--- config.mk ---
export PLATFORM = sky130hd
export DESIGN_NAME = vga_timing_gen
export DESIGN_NICKNAME = d
export VERILOG_FILES = /design/src/rtl/vga_pkg.sv /design/src/rtl/vga_pix_div.sv /design/src/rtl/vga_timing_gen.sv
export SDC_FILE = /design/constraint.sdc
export NUM_CORES = 1
export LEC_CHECK = 0
export ABC_AREA = 1
export BUFFER_PORTS_ARGS = -buffer_cell sky130_fd_sc_hd__buf_2
export CAP_MARGIN = 10
export CORE_ASPECT_RATIO = 0.5
export CORE_MARGIN = 4
export CORE_UTILIZATION = 34
export CTS_CLUSTER_DIAMETER = 50
export DETAILED_ROUTE_END_ITERATION = 6
export GPL_TIMING_DRIVEN = 0
export PLACE_DENSITY = 0.59
export SETUP_SLACK_MARGIN = 0.5
export SYNTH_ARGS = -nofsm -noshare
export SYNTH_HDL_FRONTEND = slang
export SYNTH_SLANG_ARGS = --single-unit
--- constraint.sdc ---
create_clock -name clk -period 4.5 [get_ports clk]
set_clock_uncertainty 0.05 [all_clocks]
set_input_delay 1.35 -clock clk [delete_from_list [all_inputs] [get_ports clk]]
set_output_delay 1.35 -clock clk [all_outputs]
set_load 0.05 [all_outputs]
--- src/rtl/vga_pkg.sv ---
`default_nettype none
// ============================================================================
// Package  : vga_pkg
// Brief    : 640x480@60 raster constants and shared painter colours.
// Revision : 1.0 - initial release
// ============================================================================
package vga_pkg;

  localparam int unsigned PIX_DIV_DEF = 4;

  localparam int unsigned H_SYNC_LEN  = 96;
  localparam int unsigned H_BACK_LEN  = 48;
  localparam int unsigned H_VIS_LEN   = 640;
  localparam int unsigned H_FRONT_LEN = 16;

  localparam int unsigned V_SYNC_LEN  = 2;
  localparam int unsigned V_BACK_LEN  = 33;
  localparam int unsigned V_VIS_LEN   = 480;
  localparam int unsigned V_FRONT_LEN = 10;

  localparam int unsigned H_TOTAL     = H_SYNC_LEN + H_BACK_LEN + H_VIS_LEN + H_FRONT_LEN;
  localparam int unsigned V_TOTAL     = V_SYNC_LEN + V_BACK_LEN + V_VIS_LEN + V_FRONT_LEN;
  localparam int unsigned H_VIS_START = H_SYNC_LEN + H_BACK_LEN;
  localparam int unsigned V_VIS_START = V_SYNC_LEN + V_BACK_LEN;

  // Colours are {R[3:0], G[3:0], B[3:0]}
  typedef logic [11:0] rgb12_t;

  localparam rgb12_t BLACK   = 12'h000;
  localparam rgb12_t WHITE   = 12'hFFF;
  localparam rgb12_t RED     = 12'hF00;
  localparam rgb12_t GREEN   = 12'h0F0;
  localparam rgb12_t BLUE    = 12'h00F;
  localparam rgb12_t YELLOW  = 12'hFF0;
  localparam rgb12_t CYAN    = 12'h0FF;
  localparam rgb12_t MAGENTA = 12'hF0F;

endpackage
`default_nettype wire

--- src/rtl/vga_pix_div.sv ---
`default_nettype none
// ============================================================================
// Module   : vga_pix_div
// Brief    : Board-clock divider producing a one-clk pixel strobe.
// Revision : 1.0 - initial release
// ============================================================================
module vga_pix_div
  import vga_pkg::*;
#(
  parameter int unsigned PIX_DIV = PIX_DIV_DEF
) (
  input  logic clk,
  input  logic rst_n,
  output logic pix_tick
);

  localparam int unsigned            c_div_w    = $clog2(PIX_DIV);
  localparam logic [c_div_w-1:0]     c_div_last = c_div_w'(PIX_DIV - 1);

  logic [c_div_w-1:0] r_div;

  // Explicit wrap so non-power-of-two ratios stay exact
  always_ff @(posedge clk or negedge rst_n) begin
    if (!rst_n) begin
      r_div <= '0;
    end else if (r_div == c_div_last) begin
      r_div <= '0;
    end else begin
      r_div <= r_div + 1'b1;
    end
  end

  assign pix_tick = (r_div == c_div_last);

endmodule
`default_nettype wire

--- src/rtl/vga_timing_gen.sv ---
`default_nettype none
// ============================================================================
// Module   : vga_timing_gen
// Brief    : VGA raster counters, visible-window decode and registered
//            sync/colour output stage with a once-per-frame strobe.
// Revision : 1.0 - initial release
// ============================================================================
module vga_timing_gen
  import vga_pkg::*;
#(
  parameter int unsigned PIX_DIV = PIX_DIV_DEF,
  parameter int unsigned H_SYNC  = H_SYNC_LEN,
  parameter int unsigned H_BACK  = H_BACK_LEN,
  parameter int unsigned H_VIS   = H_VIS_LEN,
  parameter int unsigned H_FRONT = H_FRONT_LEN,
  parameter int unsigned V_SYNC  = V_SYNC_LEN,
  parameter int unsigned V_BACK  = V_BACK_LEN,
  parameter int unsigned V_VIS   = V_VIS_LEN,
  parameter int unsigned V_FRONT = V_FRONT_LEN
) (
  input  logic        clk,
  input  logic        rst_n,
  input  logic [11:0] rgb_in,
  output logic        pix_tick,
  output logic [9:0]  hCount,
  output logic [9:0]  vCount,
  output logic        bright,
  output logic        frame_tick,
  output logic        hSync,
  output logic        vSync,
  output logic [3:0]  vga_r,
  output logic [3:0]  vga_g,
  output logic [3:0]  vga_b
);

  localparam logic [9:0] c_h_last    = 10'(H_SYNC + H_BACK + H_VIS + H_FRONT - 1);
  localparam logic [9:0] c_v_last    = 10'(V_SYNC + V_BACK + V_VIS + V_FRONT - 1);
  localparam logic [9:0] c_h_sync    = 10'(H_SYNC);
  localparam logic [9:0] c_v_sync    = 10'(V_SYNC);
  localparam logic [9:0] c_h_vis_beg = 10'(H_SYNC + H_BACK);
  localparam logic [9:0] c_h_vis_end = 10'(H_SYNC + H_BACK + H_VIS - 1);
  localparam logic [9:0] c_v_vis_beg = 10'(V_SYNC + V_BACK);
  localparam logic [9:0] c_v_vis_end = 10'(V_SYNC + V_BACK + V_VIS - 1);

  logic        w_pix_tick;
  logic        w_bright;
  logic        w_frame_tick;
  logic [9:0]  r_hcount;
  logic [9:0]  r_vcount;
  logic        r_hsync;
  logic        r_vsync;
  logic [11:0] r_rgb;

  vga_pix_div #(
    .PIX_DIV (PIX_DIV)
  ) u_pix_div (
    .clk      (clk),
    .rst_n    (rst_n),
    .pix_tick (w_pix_tick)
  );

  assign w_bright = (r_hcount >= c_h_vis_beg) && (r_hcount <= c_h_vis_end) &&
                    (r_vcount >= c_v_vis_beg) && (r_vcount <= c_v_vis_end);

  // Last pixel of the last visible line: the edge that enters vertical blanking
  assign w_frame_tick = w_pix_tick && (r_hcount == c_h_last) && (r_vcount == c_v_vis_end);

  // Output stage samples the pre-increment coordinates, so sync and colour
  // leave together one pixel behind hCount/vCount.
  always_ff @(posedge clk or negedge rst_n) begin
    if (!rst_n) begin
      r_hcount <= '0;
      r_vcount <= '0;
      r_hsync  <= 1'b1;
      r_vsync  <= 1'b1;
      r_rgb    <= '0;
    end else if (w_pix_tick) begin
      r_hsync <= (r_hcount >= c_h_sync);
      r_vsync <= (r_vcount >= c_v_sync);
      r_rgb   <= w_bright ? rgb_in : 12'h000;
      if (r_hcount == c_h_last) begin
        r_hcount <= '0;
        r_vcount <= (r_vcount == c_v_last) ? 10'd0 : r_vcount + 10'd1;
      end else begin
        r_hcount <= r_hcount + 10'd1;
      end
    end
  end

  assign pix_tick   = w_pix_tick;
  assign hCount     = r_hcount;
  assign vCount     = r_vcount;
  assign bright     = w_bright;
  assign frame_tick = w_frame_tick;
  assign hSync      = r_hsync;
  assign vSync      = r_vsync;
  assign vga_r      = r_rgb[11:8];
  assign vga_g      = r_rgb[7:4];
  assign vga_b      = r_rgb[3:0];

endmodule
`default_nettype wire

# Word level (Yosys, flattened, before mapping)
# Cells that the tools add are included.
[word_totals]
regBits = 36
output_inout_bits = 37
wordCells = 29
[op_classes]
add_sub_neg = 3
magnitude_cmp = 6
eq_ne = 4
n_mux = 4
n_reduce_logical = 6
[op_table]
columns = ["operator", "n"]
rows = [
  ["== test 10 bit, second input constant", 3],
  ["adder 10 x 1 -> 10 bit, second input constant", 2],
  ["less-or-equal comparator 10 bit, second input constant", 2],
  ["two-way mux 10 bit", 2],
  ["two-way mux 12 bit", 1],
  [">= comparator 10 x 2 -> 1 bit, second input constant", 1],
  [">= comparator 10 x 6 -> 1 bit, second input constant", 1],
  [">= comparator 10 x 7 -> 1 bit, second input constant", 1],
  [">= comparator 10 x 8 -> 1 bit, second input constant", 1],
  ["logical AND 1 bit", 5],
  ["adder 2 x 1 -> 2 bit, second input constant", 1],
  ["== test 2 bit, second input constant", 1],
  ["two-way mux 2 bit", 1],
  ["AND reduction 2 bit", 1],
]

# Depth between registers and ports, before layout
[logic_depth]
word_depth = 5
depth_mapped = 9

# Cells and area by module
# From an unflattened synthesis, not the netlist that was laid out.
[unflattened]
cells_unflattened = 267
hier_area_um2 = 2130.8
[modules_own_cells]
columns = ["module", "n_inst", "cells_each", "area_each_um2", "seq_area_each_um2"]
rows = [
  ["vga_timing_gen", 1, 263, 2064.5, 853.3],
  ["vga_pix_div", 1, 4, 66.3, 50.0],
]

# Worst setup path before layout
# Ideal clock, no wire load.
[synth_timing]
path_type = "flip-flop to output port"
from = "register r_hcount[1], in the netlist hCount[1]"
to = "output frame_tick"
arrival_ns = 2.126
required_ns = 3.100
slack_ns = 0.974
path_stages_with_launch = 8
path_buffers = 0
cell_sequence = "dfrtp_1 ha_1 inv_1 nor2_4 nand2_1 nor2_2 inv_1 nor2_1"
[synth_between]
elab_chain_cells = 3
[synth_rtl]
columns = ["element", "line", "source"]
rows = [
  ["start: declaration", "vga_timing_gen.sv:48", "logic [9:0] r_hcount;"],
  ["start signal: assignment", "vga_timing_gen.sv:85", "r_hcount <= r_hcount + 10'd1;"],
  ["== test 10 bit", "vga_timing_gen.sv:66", "assign w_frame_tick = w_pix_tick && (r_hcount == c_h_last) && (r_vcount == c_v_vis_end);"],
  ["logical AND 1 bit (2 in series)", "vga_timing_gen.sv:66", ""],
  ["end: declaration", "vga_timing_gen.sv:28", "output logic frame_tick,"],
]
# Every way passes these cells.

# Worst setup path in the final report
# Ends and elaborated chain as after synthesis.

==> results.yml <==
synth:
  syn_inst: 263
  yosys_warnings: 0
  seq_area_frac_synth_pct: 44.7
  synthesis.nets: 283
  synth_area_um2: 2020
  synth_area_leaders: "dfrtp_1 42%, nand2_1 15%, inv_1 7.2%"
  synth_area_leader_cell: "dfrtp_1"
  synth_seq_cells: 36
  syn_area_per_cell_um2: 7.68
  ys_types: 23
  synth_top_area_share_pct: 42.1
power:
  pwr-share-seq_pct: 44.2
  vdd_drop_max_v: 0.000200
  p_sw_mw: 0.146
  leakage_nw: 1.46
  power.share.combinational_pct: 1.6
  clock_power_share_pct: 54.3
  power_per_cell_area_nw_per_um2: 290
  internal_power_mw: 0.588
  switching_share_pct: 19.8
final_layout:
  final_util_pct: 45.1
  layout_commonest_cell: "nand2_1"
  final_cell_mix: "81 x nand2_1, 51 x buf_2, 39 x inv_1, 34 x dfrtp_1, 29 x nand3_1"
  syn_to_final_growth_pct: 25.2
  final_nets: 340
  drive_gt1_share_pct: 23.1
  finalNonFillerCells: 394
  diodes: 0
global_routing:
  gr-total-overflow: 0
  grt_pass1_wl_mm: 8.16
  grt_max_degree: 37
  grt_usage_pct: 14.1
  antenna_found_initial: 0
  grt_pass1_vias: 1824
critical_path:
  required_ns: 3.10
  cp.depth: 8
  cp_max_fo: 5
  worst-setup-path-type: "reg2out"
  path_buf_inv: 3
  end_kind: "primary output"
  critPathMaxStageDelay_ns: 0.42
  cp_slowest_cell: "dfrtp_1"
  crit_top_cell: "inv_1"
  start_kind: "flip-flop"
  cpLargestDelayFamily: "simple AND/OR/NAND/NOR gates"
  cp.arrival_ns: 1.97
  ff2ff_path_depth: 9
  crit_chain: "ha_1 > inv_1 > nor2_4 > nand2_1 > nor2_2 > inv_1 > nor2_1 > buf_2"
clock_network:
  cts_tree: "done"
  clockBufferDepth: 2
  numCtsBuffers: 5
  root_buffer: "clkbuf_16"
  insertion_delay_ns: 0.28
  cts_setup_buffers: 0
  hold_buffers: 0
  cts.htree.levels: 2
  cts.reportedPaths.clkPinSlew_ns: 0.06
  clock-sinks: 36
  postCtsResizedCells: 0
timing:
  final_hold_viol_count: 0
  whs_ns: 0.374
  fmax_mhz: 297
  fin_crit_sh_pct: 74.9
  tightest_slew_ns: 0.825
  max-slew-margin-rel_pct: 45.0
  tns_ns: 0
  slew_viol_final: 0
  setup_viol: 0
  grt_setup_unrepaired: "false"
  min_period_ns: 3.37
route:
  post_drt_wl_per_cell_um: 12.3
  first_pass_iters: 4
  finalWirelength_mm: 4.85
  dr_wl_met3_um: 194
  route.antenna.remaining_nets: 0
  wl_met1_mm: 2.37
  viasPerCell: 4.57
  num_vias: 1802
  met2_length_mm: 2.22
  drc: 0
  highest_layer: "met4"
  first_iter_violations: 89
die:
  io_pins: 51
  start_util_pct: 36.0
  die_y_um: 62.5
  die_width_um: 117
  dieArea_um2: 7320
  rows: 19
  core_area_um2: 5610
outcome:
  status: "finished clean"
hold_path:
  hp-class: "reg2reg"
  hold_depth: 1
placement:
  dp_cells: 386
  dp_hpwl_mm: 3.61
  io_buffers: 50
  place_congestion: 0.830
flow_run:
  maxCapViolations: 0
-- cells by family (layout without fill, tap and decap cells) --
logic type	count (synthesis)	in the layout	share of synthesized area, %
fa+ha+maj	6	6	3.72
compound gates	19	19	5.08
flops	36	36	44.7
buf+inv	47	105	9.91
simple gates	147	147	33.1
xor+xnor	8	8	3.47
-- sequential cells by signal, summed over array words and instances, names as in the netlist --
name             flops
hCount              10
hSync                1
r_rgb               12
u_pix_div.r_div      2
vCount              10
vSync                1
-- power groups by stage --
stage	combinational [mW]	sequential, mW	clock [mW]
2_1_floorplan	0.000000561	0.330	0
3_3_place_gp	0.0119	0.330	0
3_5_place_dp	0.0123	0.330	0
4_1_cts	0.0122	0.324	0.403
5_1_grt	0.0136	0.324	0.424
6_report	0.0116	0.324	0.398
-- cell type report --
type,count,area (µm²)
Clock buffer,5,125
Fill cell,588,3080
Clock inverter,3,42.5
Buffer,7,50.0
Inverter,40,150
Timing Repair Buffer,50,250
Tap cell,73,91.3
Sequential cell,36,903
Multi-Input combinational cell,180,917
-- through the flow --
stage / cell area (µm²) / total power, mW / worst slack [ns]
after global placement: 2360 / 0.342 / 1.45
after detailed placement: 2360 / 0.342 / 1.43
final: 2530 / 0.733 / 1.13
after floorplan: 2020 / 0.330 / 0.974
after CTS: 2530 / 0.739 / 1.12
after global routing: 2530 / 0.762 / 0.963
-- per-layer routing --
metal,up-vias,track usage [%]
li1,930,-
met4,0,4.72
met5,-,0
met3,6,3.97
met1,834,17.2
met2,32,23.7
-- path summary, 6_finish.rpt --
| path | slack (ns) | to | start |
|---|---|---|---|
| max in group asynchronous | 2.77 | vCount[3]$_DFFE_PN0N_ | rst_n |
| hold / removal | 0.37 | u_pix_div.r_div[0]$_DFF_PN0_ | u_pix_div.r_div[0]$_DFF_PN0_ |
| setup / recovery | 1.13 | frame_tick | hCount[1]$_DFFE_PN0P_ |
| min in group asynchronous | 1.11 | hCount[8]$_DFFE_PN0P_ | rst_n |
| setup reg to reg | 2.84 | r_rgb[8]$_DFFE_PN0P_ | vCount[0]$_DFFE_PN0N_ |
| hold reg to reg | 0.37 | u_pix_div.r_div[0]$_DFF_PN0_ | u_pix_div.r_div[0]$_DFF_PN0_ |
-- synth_stat cells --
| cell | instances |
|---|---|
| inv_1 | 39 |
| dfrtp_1 | 34 |
| clkbuf_1 | 3 |
| inv_2 | 1 |
| o21ai_0 | 11 |
| nand3_2 | 1 |
| nor2_2 | 2 |
| and2_1 | 1 |
| ha_1 | 6 |
| a41oi_1 | 2 |
| nand2_1 | 81 |
| nand4_4 | 1 |
| buf_2 | 1 |
| nand4_1 | 4 |
| buf_6 | 3 |
| nor3_2 | 1 |
| nor3_1 | 3 |
| dfstp_2 | 2 |
| a21oi_1 | 6 |
| nor2_4 | 4 |
| nand3_1 | 29 |
| nor2_1 | 20 |
| xor2_1 | 8 |
Note: power is estimated with default switching activity, not from simulation.
